[config.mk]
export PLATFORM = sky130hd
export DESIGN_NAME = calendar_set_ctrl
export DESIGN_NICKNAME = d
export VERILOG_FILES = /design/src/rtl/calendar_set_ctrl.sv
export SDC_FILE = /design/constraint.sdc
export NUM_CORES = 1
export LEC_CHECK = 0
export BUFFER_PORTS_ARGS = -buffer_cell sky130_fd_sc_hd__clkbuf_2
export CAP_MARGIN = 20
export CORE_ASPECT_RATIO = 1.5
export CORE_MARGIN = 2
export CORE_UTILIZATION = 45
export DETAILED_ROUTE_END_ITERATION = 8
export HOLD_SLACK_MARGIN = 0.12
export MAX_ROUTING_LAYER = met4
export PLACE_DENSITY = 0.67
export SKIP_LAST_GASP = 1
export SLEW_MARGIN = 30
export SYNTH_ARGS = -nofsm -noshare
export SYNTH_HDL_FRONTEND = slang
export SYNTH_SLANG_ARGS = --single-unit
[constraint.sdc]
create_clock -name clk -period 12.9 [get_ports clk]
set_clock_uncertainty 0.05 [all_clocks]
set_input_delay 1.29 -clock clk [delete_from_list [all_inputs] [get_ports clk]]
set_output_delay 1.29 -clock clk [all_outputs]
set_load 0.01 [all_outputs]
[src/rtl/calendar_set_ctrl.sv]
// rtl/calendar_set_ctrl.sv - button-driven time/date editor feeding the calendar counter load port
//
// Optional feature macro: AUTO_REPEAT_EN (auto-repeat while inc/dec is held)
//
// Ports:
//   clk, rst_n                  clock; asynchronous active-low reset
//   btn_mode                    raw button: enter edit (IDLE) / abort edit (EDIT_*)
//   btn_next                    raw button: advance to next field
//   btn_inc, btn_dec            raw buttons: step current field up / down
//   cur_sec..cur_year           live time/date from the calendar counter
//   load_ready                  counter accepts a parallel load
//   set_sec..set_year           edited time/date
//   load_valid                  set_* offered for loading (COMMIT)
//   editing                     high in any EDIT_* state
//   field_sel                   0=year 1=month 2=day 3=hour 4=min 5=sec 7=none
module calendar_set_ctrl #(
   parameter int DEBOUNCE_CYCLES = 4,
   parameter int REPEAT_DELAY    = 8,
   parameter int REPEAT_PERIOD   = 4
) (
   input  logic        clk,
   input  logic        rst_n,
   input  logic        btn_mode,
   input  logic        btn_next,
   input  logic        btn_inc,
   input  logic        btn_dec,
   input  logic [5:0]  cur_sec,
   input  logic [5:0]  cur_min,
   input  logic [4:0]  cur_hour,
   input  logic [4:0]  cur_day,
   input  logic [3:0]  cur_month,
   input  logic [13:0] cur_year,
   input  logic        load_ready,
   output logic [5:0]  set_sec,
   output logic [5:0]  set_min,
   output logic [4:0]  set_hour,
   output logic [4:0]  set_day,
   output logic [3:0]  set_month,
   output logic [13:0] set_year,
   output logic        load_valid,
   output logic        editing,
   output logic [2:0]  field_sel
);

   // Debounce counter saturates one above the press threshold so the
   // "reached threshold" compare is true for exactly one cycle per press.
   localparam int            CW     = $clog2(DEBOUNCE_CYCLES + 2);
   localparam logic [CW-1:0] DB_HIT = CW'(DEBOUNCE_CYCLES);
   localparam logic [CW-1:0] DB_SAT = CW'(DEBOUNCE_CYCLES + 1);

   // EDIT_* encodings are consecutive and EDIT_SEC+1 is COMMIT, so "next"
   // is a simple increment of the state code.
   typedef enum logic [2:0] {
      IDLE       = 3'd0,
      EDIT_YEAR  = 3'd1,
      EDIT_MONTH = 3'd2,
      EDIT_DAY   = 3'd3,
      EDIT_HOUR  = 3'd4,
      EDIT_MIN   = 3'd5,
      EDIT_SEC   = 3'd6,
      COMMIT     = 3'd7
   } state_t;

   state_t state, state_n;

   logic [3:0]         btn_raw, sync1, sync2, press;   // {dec, inc, next, mode}
   logic [3:0][CW-1:0] db_cnt;
   logic [1:0]         rpt_step;                       // {dec, inc}
   logic               mode_p, next_p, inc_step, dec_step, step_up, step_en;

   assign btn_raw = {btn_dec, btn_inc, btn_next, btn_mode};

   always_ff @(posedge clk or negedge rst_n) begin
      if (!rst_n) begin
         sync1  <= '0;
         sync2  <= '0;
         db_cnt <= '0;
      end else begin
         sync1 <= btn_raw;
         sync2 <= sync1;
         for (int i = 0; i < 4; i++) begin
            if (!sync2[i])
               db_cnt[i] <= '0;
            else if (db_cnt[i] != DB_SAT)
               db_cnt[i] <= db_cnt[i] + CW'(1);
         end
      end
   end

   always_comb begin
      for (int i = 0; i < 4; i++)
         press[i] = (db_cnt[i] == DB_HIT);
   end

`ifdef AUTO_REPEAT_EN
   localparam int            RMAX    = (REPEAT_DELAY > REPEAT_PERIOD) ? REPEAT_DELAY : REPEAT_PERIOD;
   localparam int            RW      = $clog2(RMAX + 1);
   localparam logic [RW-1:0] RD_LAST = RW'(REPEAT_DELAY - 1);
   localparam logic [RW-1:0] RP_LAST = RW'(REPEAT_PERIOD - 1);

   logic [1:0][RW-1:0] rpt_cnt;
   logic [1:0]         rpt_run, rpt_held;

   // rpt_run=0 counts the initial delay after the press pulse, rpt_run=1
   // counts the repeat period; each terminal count emits one extra step.
   always_comb begin
      for (int i = 0; i < 2; i++) begin
         rpt_held[i] = (db_cnt[i+2] == DB_SAT) && editing;
         rpt_step[i] = rpt_held[i] && (rpt_cnt[i] == (rpt_run[i] ? RP_LAST : RD_LAST));
      end
   end

   always_ff @(posedge clk or negedge rst_n) begin
      if (!rst_n) begin
         rpt_cnt <= '0;
         rpt_run <= '0;
      end else begin
         for (int i = 0; i < 2; i++) begin
            if (!rpt_held[i]) begin
               rpt_cnt[i] <= '0;
               rpt_run[i] <= 1'b0;
            end else if (rpt_step[i]) begin
               rpt_cnt[i] <= '0;
               rpt_run[i] <= 1'b1;
            end else begin
               rpt_cnt[i] <= rpt_cnt[i] + RW'(1);
            end
         end
      end
   end
`else
   logic rpt_params_unused;
   assign rpt_params_unused = (REPEAT_DELAY > 0) && (REPEAT_PERIOD > 0);
   assign rpt_step          = 2'b00;
`endif

   assign mode_p   = press[0];
   assign next_p   = press[1];
   assign inc_step = press[2] | rpt_step[0];
   assign dec_step = press[3] | rpt_step[1];
   assign step_up  = inc_step & ~dec_step;
   assign step_en  = inc_step ^ dec_step;      // simultaneous inc+dec cancel

   function automatic logic [4:0] max_day(input logic [3:0] m, input logic [13:0] y);
      case (m)
         4'd4, 4'd6, 4'd9, 4'd11: max_day = 5'd30;
         4'd2:                    max_day = (y[1:0] == 2'b00) ? 5'd29 : 5'd28;
         default:                 max_day = 5'd31;
      endcase
   endfunction

   // Current field widened to 14 bits with its legal range, stepped with wrap.
   logic [13:0] fld_val, fld_lo, fld_hi, fld_stepped;

   always_comb begin
      fld_val = 14'd0;
      fld_lo  = 14'd0;
      fld_hi  = 14'd0;
      case (state)
         EDIT_YEAR:  begin fld_val = set_year;             fld_hi = 14'd9999; end
         EDIT_MONTH: begin fld_val = {10'd0, set_month};   fld_lo = 14'd1; fld_hi = 14'd12; end
         EDIT_DAY:   begin fld_val = {9'd0, set_day};      fld_lo = 14'd1;
                           fld_hi = {9'd0, max_day(set_month, set_year)}; end
         EDIT_HOUR:  begin fld_val = {9'd0, set_hour};     fld_hi = 14'd23; end
         EDIT_MIN:   begin fld_val = {8'd0, set_min};      fld_hi = 14'd59; end
         EDIT_SEC:   begin fld_val = {8'd0, set_sec};      fld_hi = 14'd59; end
         default:    ;
      endcase
      if (step_up)
         fld_stepped = (fld_val >= fld_hi) ? fld_lo : fld_val + 14'd1;
      else
         fld_stepped = (fld_val <= fld_lo) ? fld_hi : fld_val - 14'd1;
   end

   logic [5:0]  sec_n, min_n;
   logic [4:0]  hour_n, day_n, md;
   logic [3:0]  month_n;
   logic [13:0] year_n;

   always_comb begin
      state_n    = state;
      sec_n      = set_sec;
      min_n      = set_min;
      hour_n     = set_hour;
      day_n      = set_day;
      month_n    = set_month;
      year_n     = set_year;
      md         = 5'd31;
      load_valid = 1'b0;
      editing    = 1'b0;
      field_sel  = 3'd7;
      case (state)
         IDLE: begin
            if (mode_p) begin
               sec_n   = cur_sec;
               min_n   = cur_min;
               hour_n  = cur_hour;
               day_n   = cur_day;
               month_n = cur_month;
               year_n  = cur_year;
               state_n = EDIT_YEAR;
            end
         end
         COMMIT: begin
            load_valid = 1'b1;
            if (load_ready)
               state_n = IDLE;
         end
         default: begin
            editing   = 1'b1;
            field_sel = 3'(state - EDIT_YEAR);
            if (mode_p) begin
               state_n = IDLE;
            end else begin
               if (step_en) begin
                  case (state)
                     EDIT_YEAR: begin
                        year_n = fld_stepped;
                        md     = max_day(set_month, fld_stepped);
                        if (set_day > md) day_n = md;
                     end
                     EDIT_MONTH: begin
                        month_n = fld_stepped[3:0];
                        md      = max_day(fld_stepped[3:0], set_year);
                        if (set_day > md) day_n = md;
                     end
                     EDIT_DAY:  day_n  = fld_stepped[4:0];
                     EDIT_HOUR: hour_n = fld_stepped[4:0];
                     EDIT_MIN:  min_n  = fld_stepped[5:0];
                     default:   sec_n  = fld_stepped[5:0];
                  endcase
               end
               if (next_p)
                  state_n = state_t'(state + 3'd1);
            end
         end
      endcase
   end

   always_ff @(posedge clk or negedge rst_n) begin
      if (!rst_n) begin
         state     <= IDLE;
         set_sec   <= 6'd0;
         set_min   <= 6'd0;
         set_hour  <= 5'd0;
         set_day   <= 5'd1;
         set_month <= 4'd1;
         set_year  <= 14'd2024;
      end else begin
         state     <= state_n;
         set_sec   <= sec_n;
         set_min   <= min_n;
         set_hour  <= hour_n;
         set_day   <= day_n;
         set_month <= month_n;
         set_year  <= year_n;
      end
   end

endmodule
==> summary.txt <==
Pwr
  – Switching Power: 0.961 mW
  – Max rail drop VDD: 0.133 mV
  – Clock group share of total power: 0.157
  – Leak: 2.66 nW
  – Combinational share of power: 0.633
  – PwrDens: ~330 nW/µm²
  – Sw frac: 0.514
  – Reg power frac: 0.210
  – Design Power: about 1.9 mW
  – P_int: approximately 0.91 mW

Synthesis
  – Syn_area_per_cell: approximately 8.4 µm²
  – Async set-reset flop share out of synthesis: 1.00
  – Post-synthesis cell type count: 74
  – Yosys reg bits: 63
  – Mapped cell area: about 4800 µm²
  – Post-synthesis cell count: 567
  – Syn_nets: roughly 650
  – Post-synthesis sequential area ratio: 0.334
  – Yosys warning count: 0
  – Post-synth EDFFs: 0
  – Synth Flop Type: dfrtp_1

CTS
  – Deepest clock path buffer count: 2
  – Clk Latency, worst-skew pair: 0.34 ns
  – CTS resizes: 0
  – H-tree lvl count: 3
  – Clk sinks: 63
  – Post-CTS Setup Inserts: 0
  – Hold Buf Count CTS: 0
  – Clock transition at the registers of the reported paths: around 0.06 ns
  – CTS Buf Count: 9
  – TritonCTS clock tree: done
  – Clock Tree Root: clkbuf_16

STA
  – Max-slew headroom: 0.354
  – Final Hold Viols: 0
  – Setup violations, final: 0
  – Slew Viols, Final: 0
  – Max Freq: between 150 and 200 MHz
  – Worst Tran Pin Value: around 0.97 ns
  – Final setup TNS: 0 ns
  – Final period utilization: 0.475
  – RSZ-0062 raised after global routing: false
  – Min Tclk post-route: approximately 6.1 ns

Cells and area
  – Layout cell share with drive strength beyond 1: 0.221
  – Design area: roughly 5600 µm²
  – Antenna Cells: 0
  – Final net count: 732
  – Area Overhead vs Synth: 18.7%

Worst setup path
  – Startpoint types: flip-flop
  – WS Path Type: flip-flop to flip-flop
  – CP required: 13.05 ns
  – CP arrival: between 6 and 7 ns
  – Maximum fanout along the worst path: 19
  – Setup crit end kind: flip-flop

Drt
  – Drt drc: 0
  – Final WL: 15,100 µm
  – Post-DRT Antenna Nets: 0
  – DR WL/cell: around 19 µm
  – Initial DRT Pass Iterations: 8
  – Vias: 4,658
  – Vias per cell: 5.86
  – Initial DRC count: roughly 300

Hold path
  – Hold Path Class: flip-flop to flip-flop

Place
  – Post-DP HPWL: approximately 11,000 µm
  – Routability cong.: between 0.9 and 1
  – I/O Buffers: 91
  – DP Area: ~5300 µm²

Global route
  – GRT Residual Overflow: 0
  – All-layer global routing usage: 0.282
  – Vias in the first global route: 4,517
  – Pin count of the biggest net entering global routing: 64
  – Initial antenna violation count: 0
  – Global-route wire length before repair: around 24,000 µm

Floorplanning
  – Core area: 10,400 µm²
  – Starting Density: 0.456
  – Die Ht: approximately 130 µm
  – Row cnt: 46
  – # IOs: 92
  – Chip Width: between 80 and 90 µm
  – Total die area: 11,400 µm²

Job
  – Max_cap viols: 0

Run status
  – Status: completed
## power groups by stage
stage          sequential (mW)  combinational (mW)  clock (mW)
2_1_floorplan            0.367               0.828           0
6_report                 0.392                1.18       0.293
5_1_grt                  0.401                1.30       0.303
3_3_place_gp             0.391                1.14           0
3_5_place_dp             0.391                1.16           0
4_1_cts                  0.389                1.17       0.296
## flip-flops by register name, summed over array words and instances, names as in the netlist
signal     cells
sync2          4
set_month      4
set_min        6
sync1          4
set_sec        6
db_cnt        12
set_year      14
state          3
set_day        5
set_hour       5
## worst max-delay path: stages (launching register included)
cell and delay, ns:
dfrtp_1 0.70, inv_1 0.33, ha_1 0.52, a22oi_1 0.28
and2_1 0.34, ha_1 0.21, o221ai_1 0.15, nor4_2 0.49
nand3_2 0.32, mux2i_1 0.23, mux2_2 0.31, or3_1 0.39
o21a_1 0.12, ha_1 0.27, a211oi_1 0.24, a21oi_1 0.06
o21ai_0 0.16, nand2_1 0.28, a2111oi_4 0.44, a221oi_2 0.09
## area by class of cell
type	instances	area [µm²]
fillers	972	4780
multi-input cells	436	2870
flip-flops and latches	63	1590
repair buffers	97	500
clock buffers	10	239
well taps	144	180
inverters	39	146
clock inverters	6	116
## per-stage QoR
stage	setup slack [ns]	std cells	util	hold slack, ns
floorplan	8.05	567	-	0.281
global placement	7.11	779	0.507	0.285
detailed placement	6.90	779	0.507	0.288
CTS	6.91	795	0.542	0.302
global route	6.24	795	0.542	0.308
finish	6.78	795	0.542	0.299
## metal layers
metal | vias to the layer above | GRT usage | part of all wire
met5 | - | - | 0
met1 | 2229 | 0.320 | 0.38
met2 | 195 | 0.478 | 0.53
li1 | 2184 | - | -
met4 | 0 | 0.153 | 0.045
met3 | 50 | 0.0348 | 0.049
## cell families after synthesis
group                      after synthesis  share of synthesized area
AOI/OAI and AO/OA                      167                      0.245
xor gates and xnor gates                18                     0.0332
adders and majority gates               39                      0.103
buffers and inverters                   68                     0.0624
DFF                                     63                      0.334
muxes                                    5                     0.0108
and+or+nand+nor                        207                      0.211
## synth_stat cells (all sizes together) (7+ instances only)
cell type | n | area share
nand2 | 82 | 0.065
nor2 | 56 | 0.045
dfrtp | 54 | 0.28
o21ai | 41 | 0.044
ha | 39 | 0.10
inv | 39 | 0.031
a21oi | 32 | 0.035
o31ai | 22 | 0.035
clkbuf | 16 | 0.013
xnor2 | 16 | 0.029
buf | 13 | 0.019
nand3 | 13 | 0.015
a31oi | 10 | 0.013
nor3 | 10 | 0.011
and2 | 9 | 0.012
dfstp | 9 | 0.050
a221oi | 7 | 0.016
## placed cells by master, fill, tap and decap left out, types with 3 or more instances in the layout
cell	Yosys	routed
o211a_1	3	3
nand3_1	12	12
a31oi_1	10	10
nand2_1	82	82
nor3_1	10	10
a21oi_1	30	30
clkbuf_16	0	9
nor2_1	55	55
a222oi_1	3	3
clkbuf_2	0	91
nand4_1	5	5
nand2b_1	5	5
nor4_1	5	5
o21ai_1	3	3
o211ai_1	4	4
buf_4	1	6
nor2b_1	3	3
mux2i_1	4	4
nand3b_1	4	4
a221oi_1	5	5
ha_1	39	39
a21boi_0	5	5
o22ai_1	4	4
dfrtp_1	54	54
o21ai_0	37	36
a211oi_1	6	6
dfstp_2	9	9
o31ai_1	22	22
inv_1	38	38
a22oi_1	4	4
xnor2_1	16	16
and2_1	9	9
bufinv_16	0	3
## path summary, 6_finish.rpt
| check | endpoint | cells past startpoint | slack (ns) | start |
|---|---|---|---|---|
| setup / recovery | set_day[1] | 19 | 6.78 | state[2] |
| hold / removal | sync2[3] | 0 | 0.30 | sync1[3] |
| setup reg to reg | set_day[1] | 19 | 6.78 | state[2] |
| hold reg to reg | sync2[3] | 0 | 0.30 | sync1[3] |
| max in group asynchronous | set_year[11] | 2 | 11.16 | rst_n |
| min in group asynchronous | set_year[4] | 2 | 1.07 | rst_n |
Note: power is estimated with default switching activity, not from simulation.
